[src/rtl/uart_hex_line_parser.sv]
// rtl/uart_hex_line_parser.sv - parses CR/LF terminated ASCII hex lines from a UART byte stream into words
//
// Ports:
//   clk        system clock
//   rst_n      synchronous active-low reset
//   rx_done    one-cycle strobe, rx_data holds a new byte
//   rx_data    received byte
//   out_valid  one-cycle strobe, out_data/out_len hold a newly parsed word
//   out_data   parsed value, right-aligned, zero-extended, held between strobes
//   out_len    number of hex digits in the parsed word, held with out_data
//   err        one-cycle strobe, current line rejected (bad char or too many digits)

module uart_hex_line_parser #(
   parameter  int WIDTH = 32,
   localparam int MAXD  = WIDTH / 4,
   localparam int LW    = $clog2(MAXD + 1)
) (
   input  logic             clk,
   input  logic             rst_n,
   input  logic             rx_done,
   input  logic [7:0]       rx_data,
   output logic             out_valid,
   output logic [WIDTH-1:0] out_data,
   output logic [LW-1:0]    out_len,
   output logic             err
);

   typedef enum logic [1:0] {
      ST_IDLE    = 2'd0,
      ST_ACCUM   = 2'd1,
      ST_DISCARD = 2'd2
   } state_t;

   state_t           state_q, state_d;
   logic [WIDTH-1:0] acc_q, acc_d;
   logic [LW-1:0]    cnt_q, cnt_d;
   logic             out_valid_q, out_valid_d;
   logic             err_q, err_d;
   logic [WIDTH-1:0] out_data_q, out_data_d;
   logic [LW-1:0]    out_len_q, out_len_d;

   logic             is_digit;
   logic             is_term;
   logic             is_sep;
   logic [3:0]       nibble;

   // Character classification; anything not matched here (including >=0x80) is BAD.
   always_comb begin
      is_digit = 1'b0;
      is_term  = 1'b0;
      is_sep   = 1'b0;
      nibble   = 4'd0;
      if (rx_data >= 8'h30 && rx_data <= 8'h39) begin
         is_digit = 1'b1;
         nibble   = rx_data[3:0];
      end else if ((rx_data >= 8'h61 && rx_data <= 8'h66) ||
                   (rx_data >= 8'h41 && rx_data <= 8'h46)) begin
         // 'a'/'A' have low nibble 1, so +9 maps them onto 10
         is_digit = 1'b1;
         nibble   = rx_data[3:0] + 4'd9;
      end else if (rx_data == 8'h0A || rx_data == 8'h0D) begin
         is_term  = 1'b1;
      end else if (rx_data == 8'h20 || rx_data == 8'h09 || rx_data == 8'h5F) begin
         is_sep   = 1'b1;
      end
   end

   always_comb begin
      state_d     = state_q;
      acc_d       = acc_q;
      cnt_d       = cnt_q;
      out_valid_d = 1'b0;
      err_d       = 1'b0;
      out_data_d  = out_data_q;
      out_len_d   = out_len_q;

      if (rx_done) begin
         case (state_q)
            ST_IDLE: begin
               if (is_digit) begin
                  acc_d   = {{(WIDTH-4){1'b0}}, nibble};
                  cnt_d   = LW'(1);
                  state_d = ST_ACCUM;
               end else if (!is_sep && !is_term) begin
                  err_d   = 1'b1;
                  state_d = ST_DISCARD;
               end
            end
            ST_ACCUM: begin
               if (is_digit) begin
                  if (cnt_q == LW'(MAXD)) begin
                     // one digit too many for the output word
                     err_d   = 1'b1;
                     state_d = ST_DISCARD;
                  end else begin
                     acc_d = {acc_q[WIDTH-5:0], nibble};
                     cnt_d = cnt_q + LW'(1);
                  end
               end else if (is_term) begin
                  out_data_d  = acc_q;
                  out_len_d   = cnt_q;
                  out_valid_d = 1'b1;
                  acc_d       = '0;
                  cnt_d       = '0;
                  state_d     = ST_IDLE;
               end else if (!is_sep) begin
                  err_d   = 1'b1;
                  state_d = ST_DISCARD;
               end
            end
            ST_DISCARD: begin
               // err already reported for this line; just wait for its end
               if (is_term) begin
                  acc_d   = '0;
                  cnt_d   = '0;
                  state_d = ST_IDLE;
               end
            end
            default: begin
               acc_d   = '0;
               cnt_d   = '0;
               state_d = ST_IDLE;
            end
         endcase
      end
   end

   always_ff @(posedge clk) begin
      if (!rst_n) begin
         state_q     <= ST_IDLE;
         acc_q       <= '0;
         cnt_q       <= '0;
         out_valid_q <= 1'b0;
         err_q       <= 1'b0;
         out_data_q  <= '0;
         out_len_q   <= '0;
      end else begin
         state_q     <= state_d;
         acc_q       <= acc_d;
         cnt_q       <= cnt_d;
         out_valid_q <= out_valid_d;
         err_q       <= err_d;
         out_data_q  <= out_data_d;
         out_len_q   <= out_len_d;
      end
   end

   assign out_valid = out_valid_q;
   assign err       = err_q;
   assign out_data  = out_data_q;
   assign out_len   = out_len_q;

endmodule

[config.mk]
export PLATFORM = sky130hd
export DESIGN_NAME = uart_hex_line_parser
export DESIGN_NICKNAME = d
export VERILOG_FILES = /design/src/rtl/uart_hex_line_parser.sv
export SDC_FILE = /design/constraint.sdc
export NUM_CORES = 1
export LEC_CHECK = 0
export BUFFER_PORTS_ARGS = -buffer_cell sky130_fd_sc_hd__buf_2
export CORE_ASPECT_RATIO = 1.5
export CORE_UTILIZATION = 58
export DETAILED_ROUTE_END_ITERATION = 7
export MAX_ROUTING_LAYER = met4
export PLACE_DENSITY = 0.82
export SLEW_MARGIN = 20
export SYNTH_ARGS = -nofsm -noshare
export SYNTH_HDL_FRONTEND = slang
export SYNTH_SLANG_ARGS = --single-unit
[constraint.sdc]
create_clock -name clk -period 6.5 [get_ports clk]
set_clock_uncertainty 0.1 [all_clocks]
set_input_delay 0.65 -clock clk [delete_from_list [all_inputs] [get_ports clk]]
set_output_delay 0.65 -clock clk [all_outputs]
set_load 0.03 [all_outputs]
==> results.yml <==
timing:
  slew_headroom_pct: 47.6
  hold_viol_final: 0
  finalCriticalPeriod_ps: 2640
  worst_pin_slew_ps: 779
  drv_slew: 0
  tns_ps: 0
  rsz0062_at_grt: "false"
  fmax_ghz: 0.379
  setup_viol: 0
  min_period_over_period_pct: 40.6
clock_tree:
  cts_hold_buf: 0
  cts.repair.resized: 0
  post_cts_buffers: 0
  clk_latency_ps: 340
  ctsRootBufferMaster: "clkbuf_8"
  numCtsBuffers: 9
  cts_tree: "yes"
  cts_buffer_depth: 2
  cts.reportedPaths.clkPinSlew_ps: 80
  h-tree-depth: 3
  cts_sinks: 76
drt:
  wl_mm: 6.32
  drt-pass1-iter-count: 4
  ant_nets: 0
  num_vias: 2543
  post_drt_wl_per_cell_um: 14.1
  drc: 0
  drt_iter0_markers: 140
  vias_per_cell: 5.69
power:
  power.leakage_nw: 1.39
  power_density_mw_per_mm2: 252
  ir_drop_v: 0.000135
synthesis:
  avgSynthCellArea_um2: 9.00
  synth_top_cell_area_share_pct: 50.4
  synth.area.top_cells: "dfxtp_1 (50%), nand2_1 (10%), a22o_1 (9.6%), a21oi_1 (7.1%), ha_1 (2.5%)"
  synthCells: 335
  yosysMostFrequentCell: "nand2_1"
  synth_warnings: 0
  synth_edf_count: 0
  ys_ff_latch: 76
  synth_cell_types: 44
  syn_nets: 352
  synth_seq_area_share_pct: 50.4
  synthTopCellsByCount: "nand2_1 (81), dfxtp_1 (76), a21oi_1 (43)"
  ys.flop_type: "dfxtp_1"
  syn_area_mm2: 0.00302
  synth_area_leader_cell: "dfxtp_1"
  async_flop_share_pct: 0
worst_hold_path:
  hold_path.class: "reg2reg"
  min_path_cells: 2
  min_from: "out_data[25]"
  holdPathEnd: "out_data[25]"
placed_design:
  portBuffers: 48
  post-place-cells: 431
  hpwl_mm: 4.35
  gp_congestion: 0.861
  dpl_cell_area_mm2: 0.00325
global_route:
  gr-total-overflow: 0
  antenna_found_initial: 0
  grt_pass1_vias: 2338
  grt_first_pass_wirelength_mm: 10.6
  grt.total_usage_pct: 26.7
  grt_start_max_net_pins: 39
critical_path:
  ff2ff_setup_slack_ps: 4110
  critPathRequiredTime_ps: 6690
  setup.worst_path.start_class: "primary input"
  cp-end-kind: "flip-flop"
  timing.rr.end: "acc_q[5]"
  path_class: "in2reg"
  critPathArrivalTime_ps: 2820
  r2r-start: "cnt_q[0]"
  path_max_fanout: 33
  r2r_cells: 7
run_status:
  status: "completed"
floorplan:
  io_pins: 49
  core_mm2: 0.00493
  die_area_mm2: 0.00550
  initial_core_util_pct: 61.2
  num_rows: 31
  die_w_um: 60.9
  dieHeight_um: 90.3
final_layout:
  fin_cells: 447
  final_cell_area_mm2: 0.00346
  diodes: 0
  drive_above_1_share_pct: 19.2
  area_delta_synth_final_pct: 14.6
  nets: 393
job:
  maxCapViolations: 0
[critical path, cell delays in order]
cell	delay, ps
buf_2	110
inv_1	70
ha_1	220
or3b_1	370
and4_1	260
a2111oi_0	490
o31a_4	420
a22o_1	220
[registers in the layout (all words and copies together) (netlist names)]
register and flops:
acc_q 32, out_data 32, cnt_q 4, out_len 4, state_q 2, err 1
out_valid 1
[worst max path at each step]
stage	startpoint	to	slack (ps)	cells past startpoint
final	rx_data[1]	acc_q[5]	3860	8
after global routing	rx_data[0]	acc_q[1]	3720	8
after CTS	rx_data[1]	acc_q[5]	3890	8
after detailed placement	rx_data[0]	acc_q[5]	3520	8
after global placement	rx_data[1]	acc_q[18]	3590	8
after floorplan	rx_data[1]	acc_q[2]	3730	9
[routing by layer]
metal,track usage (%),routed length (um),up-vias
met5,-,0,-
met1,29.3,2690,1207
met3,6.30,184,9
met2,45.3,3360,66
li1,-,-,1261
met4,9.85,92,0
[cell usage in the layout, fill, tap and decap left out, drive strengths merged, types with 2 or more instances in the layout]
| cell | synthesis | routed |
|---|---|---|
| nor4 | 2 | 2 |
| a21oi | 43 | 43 |
| nand2 | 81 | 81 |
| buf | 9 | 52 |
| ha | 6 | 6 |
| o21ai | 5 | 5 |
| clkinv | 0 | 2 |
| o31a | 3 | 3 |
| a31oi | 2 | 2 |
| xnor2 | 3 | 3 |
| nand4 | 2 | 2 |
| clkbuf | 13 | 11 |
| nor3 | 5 | 5 |
| and3 | 4 | 4 |
| nand2b | 2 | 2 |
| inv | 9 | 10 |
| dfxtp | 76 | 76 |
| nor2 | 8 | 8 |
| a22o | 33 | 33 |
| nand3 | 6 | 6 |
| o211ai | 2 | 2 |
| nor4b | 3 | 3 |
[logic make-up (layout without fill, tap and decap cells)]
| kind of cell | Yosys count | after routing | share of synthesized area (%) |
|---|---|---|---|
| AOI/OAI and AO/OA | 98 | 98 | 22.6 |
| xor gates and xnor gates | 3 | 3 | 0.871 |
| adders and majority gates | 6 | 6 | 2.49 |
| buffers and inverters | 31 | 77 | 5.10 |
| DFF | 76 | 76 | 50.4 |
| muxes | 1 | 1 | 0.332 |
| and+or+nand+nor | 120 | 120 | 18.2 |
[power breakdown]
group / internal (mW) / switching (mW)
Clock: 0.189 / 0.168
Sequential: 0.467 / 0.00342
Combinational: 0.0144 / 0.0290
[metrics by stage]
step / hold slack (ps) / total power [mW] / util [%] / setup slack, ps
2_1_floorplan: 332 / 0.515 / - / 3730
3_3_place_gp: 339 / 0.524 / 66.1 / 3590
3_5_place_dp: 345 / 0.525 / 66.1 / 3520
4_1_cts: 355 / 0.877 / 70.2 / 3890
5_1_grt: 373 / 0.902 / 70.2 / 3720
6_report: 353 / 0.872 / 70.2 / 3860
[layout make-up]
cell class / count / area [um2]
Clock inverter: 5 / 60.1
Fill cell: 447 / 1470
Timing Repair Buffer: 52 / 270
Clock buffer: 11 / 141
Tap cell: 66 / 82.6
Multi-Input combinational cell: 228 / 1350
Inverter: 9 / 33.8
Sequential cell: 76 / 1520
Power figures use the tool's default switching activity.
